**src/rtl/multicycle_control_unit_if.sv**
```systemverilog
// Control bundle between the multicycle control unit and its datapath.
// The control unit is the master: it observes Opcode/MemReady and drives
// every datapath strobe plus the retired-instruction count.
interface multicycle_control_unit_if #(
    parameter int ALUOP_W = 2,
    parameter int CNT_W   = 32
);
    logic [6:0]         Opcode;
    logic               MemReady;
    logic               PCWrite;
    logic               IRWrite;
    logic               Branch;
    logic               MemRead;
    logic               MemWrite;
    logic               MemToReg;
    logic               ALUSrc;
    logic               RegWrite;
    logic [ALUOP_W-1:0] ALUOp;
    logic               Illegal;
    logic [CNT_W-1:0]   Retired;

    modport master (
        input  Opcode, MemReady,
        output PCWrite, IRWrite, Branch, MemRead, MemWrite, MemToReg,
               ALUSrc, RegWrite, ALUOp, Illegal, Retired
    );

    modport slave (
        output Opcode, MemReady,
        input  PCWrite, IRWrite, Branch, MemRead, MemWrite, MemToReg,
               ALUSrc, RegWrite, ALUOp, Illegal, Retired
    );
endinterface

```
**src/rtl/multicycle_control_unit.sv**
```systemverilog
// Multicycle RISC-style control unit: FETCH -> DECODE -> EXECUTE -> MEM -> WB.
// State, latched opcode and retired counter are registered; datapath strobes
// are decoded from the current state and latched opcode, with the FETCH/MEM
// completion strobes qualified by the MemReady handshake.
module multicycle_control_unit #(
    parameter int ALUOP_W      = 2,
    parameter int ENABLE_ITYPE = 1,
    parameter int CNT_W        = 32
) (
    input  logic                         clk,
    input  logic                         reset,
    multicycle_control_unit_if.master    bus
);

    if (ALUOP_W < 2) begin : g_bad_aluop_w
        $error("multicycle_control_unit: ALUOP_W must be at least 2");
    end

    localparam logic [6:0] OP_RTYPE  = 7'b0110011;
    localparam logic [6:0] OP_LOAD   = 7'b0000011;
    localparam logic [6:0] OP_STORE  = 7'b0100011;
    localparam logic [6:0] OP_BRANCH = 7'b1100011;
    localparam logic [6:0] OP_ITYPE  = 7'b0010011;

    localparam logic [ALUOP_W-1:0] ALU_ADD   = ALUOP_W'(0);
    localparam logic [ALUOP_W-1:0] ALU_SUB   = ALUOP_W'(1);
    localparam logic [ALUOP_W-1:0] ALU_FUNCT = ALUOP_W'(2);

    typedef enum logic [2:0] {
        S_FETCH,
        S_DECODE,
        S_EXECUTE,
        S_MEM,
        S_WB
    } state_t;

    state_t             state;
    logic [6:0]         opcode_q;
    logic [CNT_W-1:0]   retired_q;

    logic               pc_write, ir_write, branch, mem_read, mem_write;
    logic               mem_to_reg, alu_src, reg_write, illegal;
    logic [ALUOP_W-1:0] alu_op;

    function automatic logic is_legal(input logic [6:0] op);
        case (op)
            OP_RTYPE, OP_LOAD, OP_STORE, OP_BRANCH: is_legal = 1'b1;
            OP_ITYPE:                               is_legal = (ENABLE_ITYPE != 0);
            default:                                is_legal = 1'b0;
        endcase
    endfunction

    // Decode classes of the instruction latched in DECODE; the live Opcode
    // input is ignored outside DECODE.
    logic is_rtype, is_itype, is_load, is_store, is_branch, retire;
    assign is_rtype  = (opcode_q == OP_RTYPE);
    assign is_itype  = (opcode_q == OP_ITYPE);
    assign is_load   = (opcode_q == OP_LOAD);
    assign is_store  = (opcode_q == OP_STORE);
    assign is_branch = (opcode_q == OP_BRANCH);

    // An instruction completes on a branch EXECUTE, a handshaken store MEM,
    // or any WB cycle.
    assign retire = ((state == S_EXECUTE) && is_branch)
                 || ((state == S_MEM) && is_store && bus.MemReady)
                 ||  (state == S_WB);

    // State sequencing, opcode latch and retired-instruction counter.
    // NOTE: sequential state uses non-blocking assignments so every register
    // samples pre-edge values regardless of statement order.
    always_ff @(posedge clk) begin
        if (reset) begin
            state     <= S_FETCH;
            opcode_q  <= '0;
            retired_q <= '0;
        end else begin
            if (retire) begin
                retired_q <= retired_q + CNT_W'(1);
            end
            case (state)
                S_FETCH: begin
                    if (bus.MemReady) state <= S_DECODE;
                end
                S_DECODE: begin
                    opcode_q <= bus.Opcode;
                    state    <= is_legal(bus.Opcode) ? S_EXECUTE : S_FETCH;
                end
                S_EXECUTE: begin
                    if (is_branch)                  state <= S_FETCH;
                    else if (is_load || is_store)   state <= S_MEM;
                    else if (is_rtype || is_itype)  state <= S_WB;
                    else                            state <= S_FETCH;
                end
                S_MEM: begin
                    if (bus.MemReady) state <= is_load ? S_WB : S_FETCH;
                end
                S_WB:    state <= S_FETCH;
                default: state <= S_FETCH;
            endcase
        end
    end

    // Datapath strobe decode; reset suppresses everything but FETCH's MemRead.
    // NOTE: every output gets a default first so no path can infer a latch.
    always_comb begin
        pc_write   = 1'b0;
        ir_write   = 1'b0;
        branch     = 1'b0;
        mem_read   = 1'b0;
        mem_write  = 1'b0;
        mem_to_reg = 1'b0;
        alu_src    = 1'b0;
        reg_write  = 1'b0;
        illegal    = 1'b0;
        alu_op     = ALU_ADD;
        if (reset) begin
            mem_read = (state == S_FETCH);
        end else begin
            case (state)
                S_FETCH: begin
                    mem_read = 1'b1;
                    if (bus.MemReady) begin
                        ir_write = 1'b1;
                        pc_write = 1'b1;
                    end
                end
                S_DECODE: illegal = !is_legal(bus.Opcode);
                S_EXECUTE: begin
                    if (is_rtype) begin
                        alu_op = ALU_FUNCT;
                    end else if (is_itype) begin
                        alu_src = 1'b1;
                        alu_op  = ALU_FUNCT;
                    end else if (is_load || is_store) begin
                        alu_src = 1'b1;
                    end else if (is_branch) begin
                        branch = 1'b1;
                        alu_op = ALU_SUB;
                    end
                end
                S_MEM: begin
                    mem_read  = is_load;
                    mem_write = is_store;
                end
                S_WB: begin
                    reg_write  = 1'b1;
                    mem_to_reg = is_load;
                end
                default: ;
            endcase
        end
    end

    assign bus.PCWrite  = pc_write;
    assign bus.IRWrite  = ir_write;
    assign bus.Branch   = branch;
    assign bus.MemRead  = mem_read;
    assign bus.MemWrite = mem_write;
    assign bus.MemToReg = mem_to_reg;
    assign bus.ALUSrc   = alu_src;
    assign bus.RegWrite = reg_write;
    assign bus.ALUOp    = alu_op;
    assign bus.Illegal  = illegal;
    assign bus.Retired  = retired_q;

endmodule

```
**src/flat_wrapper.sv**
```systemverilog
// flat-port wrapper written by rule: the top's interface ports become plain ports
module multicycle_control_unit_flat 
#(
    parameter int ALUOP_W      = 2,
    parameter int ENABLE_ITYPE = 1,
    parameter int CNT_W        = 32
)
  (clk, reset, bus_Opcode, bus_MemReady, bus_PCWrite, bus_IRWrite, bus_Branch, bus_MemRead, bus_MemWrite, bus_MemToReg, bus_ALUSrc, bus_RegWrite, bus_ALUOp, bus_Illegal, bus_Retired);
  multicycle_control_unit_if #(.ALUOP_W(ALUOP_W), .CNT_W(CNT_W)) bus_i ();
  input  logic clk;
  input  logic reset;
  input wire logic [$bits(bus_i.Opcode)-1:0] bus_Opcode;
  input wire logic [$bits(bus_i.MemReady)-1:0] bus_MemReady;
  output wire logic [$bits(bus_i.PCWrite)-1:0] bus_PCWrite;
  output wire logic [$bits(bus_i.IRWrite)-1:0] bus_IRWrite;
  output wire logic [$bits(bus_i.Branch)-1:0] bus_Branch;
  output wire logic [$bits(bus_i.MemRead)-1:0] bus_MemRead;
  output wire logic [$bits(bus_i.MemWrite)-1:0] bus_MemWrite;
  output wire logic [$bits(bus_i.MemToReg)-1:0] bus_MemToReg;
  output wire logic [$bits(bus_i.ALUSrc)-1:0] bus_ALUSrc;
  output wire logic [$bits(bus_i.RegWrite)-1:0] bus_RegWrite;
  output wire logic [$bits(bus_i.ALUOp)-1:0] bus_ALUOp;
  output wire logic [$bits(bus_i.Illegal)-1:0] bus_Illegal;
  output wire logic [$bits(bus_i.Retired)-1:0] bus_Retired;
  assign bus_i.Opcode = bus_Opcode;
  assign bus_i.MemReady = bus_MemReady;
  assign bus_PCWrite = bus_i.PCWrite;
  assign bus_IRWrite = bus_i.IRWrite;
  assign bus_Branch = bus_i.Branch;
  assign bus_MemRead = bus_i.MemRead;
  assign bus_MemWrite = bus_i.MemWrite;
  assign bus_MemToReg = bus_i.MemToReg;
  assign bus_ALUSrc = bus_i.ALUSrc;
  assign bus_RegWrite = bus_i.RegWrite;
  assign bus_ALUOp = bus_i.ALUOp;
  assign bus_Illegal = bus_i.Illegal;
  assign bus_Retired = bus_i.Retired;
  multicycle_control_unit #(.ALUOP_W(ALUOP_W), .ENABLE_ITYPE(ENABLE_ITYPE), .CNT_W(CNT_W)) u_core (.clk(clk), .reset(reset), .bus(bus_i));
endmodule
```
**config.mk**
```make
export PLATFORM = sky130hd
export DESIGN_NAME = multicycle_control_unit_flat
export DESIGN_NICKNAME = d
export VERILOG_FILES = /design/src/rtl/multicycle_control_unit_if.sv /design/src/rtl/multicycle_control_unit.sv /design/src/flat_wrapper.sv
export SDC_FILE = /design/constraint.sdc
export NUM_CORES = 1
export LEC_CHECK = 0
export BUFFER_PORTS_ARGS = -buffer_cell sky130_fd_sc_hd__buf_2
export CAP_MARGIN = 20
export CORE_MARGIN = 5
export CORE_UTILIZATION = 42
export CTS_BUF_LIST = sky130_fd_sc_hd__clkbuf_4 sky130_fd_sc_hd__clkbuf_8
export DETAILED_ROUTE_END_ITERATION = 10
export PLACE_DENSITY_LB_ADDON = 0.05
export SYNTH_ARGS = -nofsm -noshare
export SYNTH_HDL_FRONTEND = slang
export SYNTH_SLANG_ARGS = --single-unit
```
**constraint.sdc**
```tcl
create_clock -name clk -period 1.7 [get_ports clk]
set_input_delay 0.34 -clock clk [delete_from_list [all_inputs] [get_ports clk]]
set_output_delay 0.34 -clock clk [all_outputs]
set_load 0.01 [all_outputs]
```
## Yosys cells after proc, flatten, opt, wreduce, memory -nomap -nowiden

Cells that the tools add are included.

| operators by class | value |
|---|---|
| muxes and demuxes | 41 |
| add/sub/neg operators | 1 |
| eq/ne operators | 16 |
| reduce and logical (&&, ||, !) cells | 11 |

Operators by type and width:

| cell | count |
|---|---|
| $add A32 B1 Y32 const B | 1 |
| $eq A7 B6 Y1 const B | 4 |
| $mux W1 | 27 |
| $mux W3 | 6 |
| $eq A7 B2 Y1 const B | 2 |
| $eq A7 B5 Y1 const B | 2 |
| $eq A7 B7 Y1 const B | 2 |
| $mux W2 | 6 |
| $pmux W3 S4 | 1 |
| $eq A3 B2 Y1 const B | 2 |
| $reduce_or A5 Y1 | 1 |
| $logic_or A1 B1 Y1 | 4 |
| $ne A2 B2 Y1 const B | 2 |
| $eq A3 B1 Y1 const B | 1 |
| $eq A3 B3 Y1 const B | 1 |
| $logic_and A1 B1 Y1 | 3 |
| $logic_not A3 Y1 | 1 |
| $pmux W1 S2 | 1 |
| $reduce_and A2 Y1 | 1 |
| $logic_not A1 Y1 | 1 |

| storage, ports and cells | value |
|---|---|
| bits of input ports | 10 |
| bits in registers | 42 |
| word-level logic and storage cells | 72 |
| output and inout port bits | 43 |

## Depth between registers and ports, before layout

| logic depth | value |
|---|---|
| word-level depth | 8 |
| depth in mapped cells | 8 |
| depth with buffers taken out | 6 |

## Worst setup path before layout

OpenSTA, ideal clock, no wires.

| timing path | value |
|---|---|
| kind | reg2reg |
| start | register u_core.retired_q[0] (netlist: u_core.bus.Retired[0]) |
| end | register u_core.retired_q[28] (netlist: u_core.bus.Retired[28]) |
| slack | -212 ps |
| stages on the path, launching flop included | 7 |
| data arrival time | 1842 ps |
| clock period less this slack | 1912 ps |
| path buffers | 0 |
| library setup time | 70 ps |
| data required time | 1630 ps |
| cells stage by stage | dfxtp_1 > ha_1 > nand3_1 > nor4_1 > o211ai_1 > or4_1 > a21oi_1 |

| between the ends | value |
|---|---|
| longest elaborated chain between the ends | 1 |

Ends and longest elaborated chain:

| element | RTL line | text |
|---|---|---|
| start: declaration | multicycle_control_unit.sv:39 | `logic [CNT_W-1:0] retired_q;` |
| start signal: assignment | multicycle_control_unit.sv:78 | `retired_q <= retired_q + CNT_W'(1);` |
| $add A32 B1 Y32 | multicycle_control_unit.sv:78 |  |

No other way between the ends.
A chain may end at the register's enable or synchronous reset.

## Worst setup path in the final report

| timing path | value |
|---|---|
| start | register u_core.opcode_q[3] |
| end | output bus_MemRead |

| between the ends | value |
|---|---|
| longest elaborated chain between the ends | 3 |

Ends and longest elaborated chain:

| element | RTL line | text |
|---|---|---|
| start: declaration | multicycle_control_unit.sv:38 | `logic [6:0] opcode_q;` |
| start signal: assignment | multicycle_control_unit.sv:85 | `opcode_q <= bus.Opcode;` |
| $eq A7 B2 Y1 | multicycle_control_unit.sv:58 | `assign is_load = (opcode_q == OP_LOAD);` |
| $pmux W1 S2 | multicycle_control_unit.sv:119 | `case (state)` |
| $mux W1 | multicycle_control_unit.sv:116 | `if (reset) begin` |
| end: declaration | flat_wrapper.sv:17 | `output wire logic [$bits(bus_i.MemRead)-1:0] bus_MemRead;` |

No other way between the ends.

==> results.sh <==
export IMPL_hold_viol=0
export IMPL_diodes=0
export IMPL_required_ns=1.36
export IMPL_drc_errors=0
export IMPL_tightestPinTransition_ns=0.416
export IMPL_fin_skew_ns=0.00803
export IMPL_synth_cell_type_count=41
export IMPL_endpoint="bus_MemRead"
export IMPL_relSlewSlack_pct=72.1
export IMPL_ys_top_cells_by_area="dfxtp_1 (38%), xor2_1 (7.2%), nor2_1 (7.0%)"
export IMPL_grt_max_degree=20
export IMPL_r2r_slack_ns=-0.31
export IMPL_io_buffers=52
export IMPL_synth_top_area_share_pct=38.5
export IMPL_grt_usage_pct=18.8
export IMPL_crit_fanout=3
export IMPL_first_iter_violations=50
export IMPL_crit_arrival_ns=1.79
export IMPL_final_nets=381
export IMPL_vias=2219
export IMPL_multiInputGateArea_sq_mm=0.00139
export IMPL_core_area_sq_mm=0.00507
export IMPL_finalCritPeriodShare_pct=125
export IMPL_syn_area_sq_mm=0.00219
export IMPL_synth_seq_area_share_pct=38.5
export IMPL_grt_pass1_wl_um=10100
export IMPL_cts_tree="yes"
export IMPL_dp_slack_ns=-0.220
export IMPL_hold_buffers=0
export IMPL_status="complete, but fails checks"
export IMPL_cts_buffer_depth=2
export IMPL_placed_cell_area_sq_mm=0.00301
export IMPL_drive_gt1_share_pct=48.0
export IMPL_antenna_found_initial=0
export IMPL_power_density_mw_per_mm2=547
export IMPL_finalNonFillerCells=441
export IMPL_clock_latency_ns=0.29
export IMPL_core_rowCount=26
export IMPL_worstSetupEndpointType="output port"
export IMPL_clk_pin_slew_ns=0.08
export IMPL_synthFlopType="dfxtp_1"
export IMPL_ant_nets=0
export IMPL_die_area_sq_mm=0.00675
export IMPL_synth_nets=262
export IMPL_avgSynthCellArea_sq_um=8.71
export IMPL_fillers=459
export IMPL_synth_top_area_cell="dfxtp_1"
export IMPL_p_leak_nw=1.46
export IMPL_startpoint_type="register"
export IMPL_numClockSinks=42
export IMPL_fmax_ghz=0.469
export IMPL_violations="setup timing"
export IMPL_drtPass1Iterations=4
export IMPL_fin_ws_ns=-0.433
export IMPL_clock_root_buffer="clkbuf_8"
export IMPL_die_w_um=82.1
export IMPL_wl_um=5770
export IMPL_ys_warn_count=0
export IMPL_crit_type="reg2out"
export IMPL_grt_overflow_total=0
export IMPL_regArea_sq_um=857
export IMPL_vias_per_cell=5.03
export IMPL_cap_violations=0
export IMPL_grt_pass1_vias=2218
export IMPL_holdWs_ns=0.296
export IMPL_synth_edf_count=0
export IMPL_async_reset_ff_share_pct=0
export IMPL_post_route_min_period_ns=2.13
export IMPL_hp_class="in2reg"
export IMPL_die_y_um=82.1
export IMPL_slew_viol_final=0
export IMPL_setup_viol=39
export IMPL_numCtsBuffers=5
export IMPL_startpoint="u_core.opcode_q[3]"
export IMPL_vdd_drop_max_uv=408
export IMPL_gp_congestion=0.779
export IMPL_start_util_pct=43.1
export IMPL_post_place_cells=426
export IMPL_wire_per_inst_um=13.1
export IMPL_fin_area_sq_mm=0.00334
export IMPL_rsz0062_at_grt="yes"
export IMPL_dpl_hpwl_um=4350
export IMPL_synth_seq_cells=42
export IMPL_r2r_cells=7
export IMPL_area_growth_pct=52.7
export IMPL_synthCells=251
export IMPL_cts_max_level=2
export IMPL_io_pin_count=53
export IMPL_r2r_start="u_core.opcode_q[3]"
export IMPL_r2r_end="u_core.bus.Retired[28]"
-- worst min path at each step --
| stage | start | to | slack, ns | depth (start not counted) |
|---|---|---|---|---|
| final | bus_Opcode[0] | u_core.opcode_q[0] | 0.30 | 3 |
| after global routing | bus_Opcode[0] | u_core.opcode_q[0] | 0.33 | 3 |
| after CTS | bus_Opcode[0] | u_core.opcode_q[0] | 0.29 | 3 |
| after detailed placement | u_core.bus.Retired[31] | u_core.bus.Retired[31] | 0.48 | 2 |
| after global placement | u_core.opcode_q[2] | u_core.opcode_q[2] | 0.47 | 2 |
| after floorplan | u_core.opcode_q[2] | u_core.opcode_q[2] | 0.46 | 2 |
-- cell usage after synthesis (all sizes together), types with 5 or more instances --
library cell / n
nand2: 10
dfxtp: 42
a21oi: 14
o2111ai: 9
clkbuf: 7
nor4: 8
xor2: 18
o211ai: 9
mux2i: 7
or3: 9
and3: 6
o21ai: 13
nor2: 41
buf: 9
nand4: 5
nand3: 5
inv: 8
-- metrics by stage --
| step | util, % | power (mW) | setup TNS [ns] |
|---|---|---|---|
| CTS | 63.2 | 1.84 | -8.33 |
| global route | 65.8 | 1.90 | -14.61 |
| global placement | 59.4 | 1.16 | -2.86 |
| detailed placement | 59.4 | 1.16 | -3.61 |
| finish | 65.8 | 1.83 | -9.22 |
| floorplan | - | 1.10 | -1.02 |
-- critical path, stage by stage (launching register included) --
cell	delay [ns]
dfxtp_1	0.32
nand4bb_4	0.22
or4_4	0.45
nor4b_4	0.22
nor2_1	0.07
nor2_2	0.09
buf_2	0.12
-- per-layer routing --
layer / wire length, um / GRT usage (%) / up-vias
met5: 0 / 0 / -
met4: 51 / 3.99 / 0
met3: 250 / 4.12 / 4
li1: - / - / 1144
met2: 2800 / 32.8 / 36
met1: 2670 / 23.6 / 1035
-- power breakdown --
| group | switching, mW | internal [mW] |
|---|---|---|
| clock | 0.328 | 0.344 |
| sequential | 0.0138 | 0.994 |
| combinational | 0.0756 | 0.0702 |
| total | 0.418 | 1.41 |
-- final cells by class --
| cell class | count | area share (%) |
|---|---|---|
| multi-input cells | 185 | 41.7 |
| repair buffers | 128 | 26.3 |
| flip-flops and latches | 42 | 25.7 |
| clock buffers | 7 | 2.70 |
| well taps | 70 | 2.62 |
| inverters | 8 | 0.900 |
| clock inverters | 1 | 0.150 |
-- cells in the final DEF, fill, tap and decap left out, types with 2 or more instances in the layout --
cell	count
buf_6	9
and3_1	6
clkbuf_8	6
and4_1	2
o2111ai_1	6
dfxtp_2	7
or3_4	2
nor2b_1	2
o2111ai_2	3
nor2_1	40
o21ai_1	2
or3b_4	2
or4_1	2
a21oi_1	9
nand2_1	10
dfxtp_1	33
nor4_1	2
nor4_4	5
nand4_1	4
o21ai_0	9
a2111oi_2	2
nand3_1	5
mux2i_1	7
nand3b_1	2
o211ai_1	8
dfxtp_4	2
xor2_1	18
nor3_1	2
a21oi_2	5
o21ai_2	2
inv_1	8
or3_1	7
buf_4	66
o31ai_1	2
buf_2	52
xnor2_1	3
-- kinds of logic (layout without fill, tap and decap cells) --
family	count (synthesis)	after routing	synth area share (%)
simple gates	105	105	27.4
compound gates	50	50	15.9
flops	42	42	38.5
buf+inv	24	144	5.55
xor+xnor	21	21	8.41
mux	8	8	3.72
fa+ha+maj	1	1	0.572
-- flip-flops by register name, indices dropped and copies added, names as in the netlist --
name	flops
u_core.bus.Retired	32
u_core.state	3
u_core.opcode_q	7
-- what timing repair did --
item | 4_1_cts | 5_1_grt
pin swaps | 6 | 5
buffers inserted | 3 | 5
endpoints found under the setup margin | 41 | 42
gates resized for setup | 17 | 22
Power figures use the tool's default switching activity.
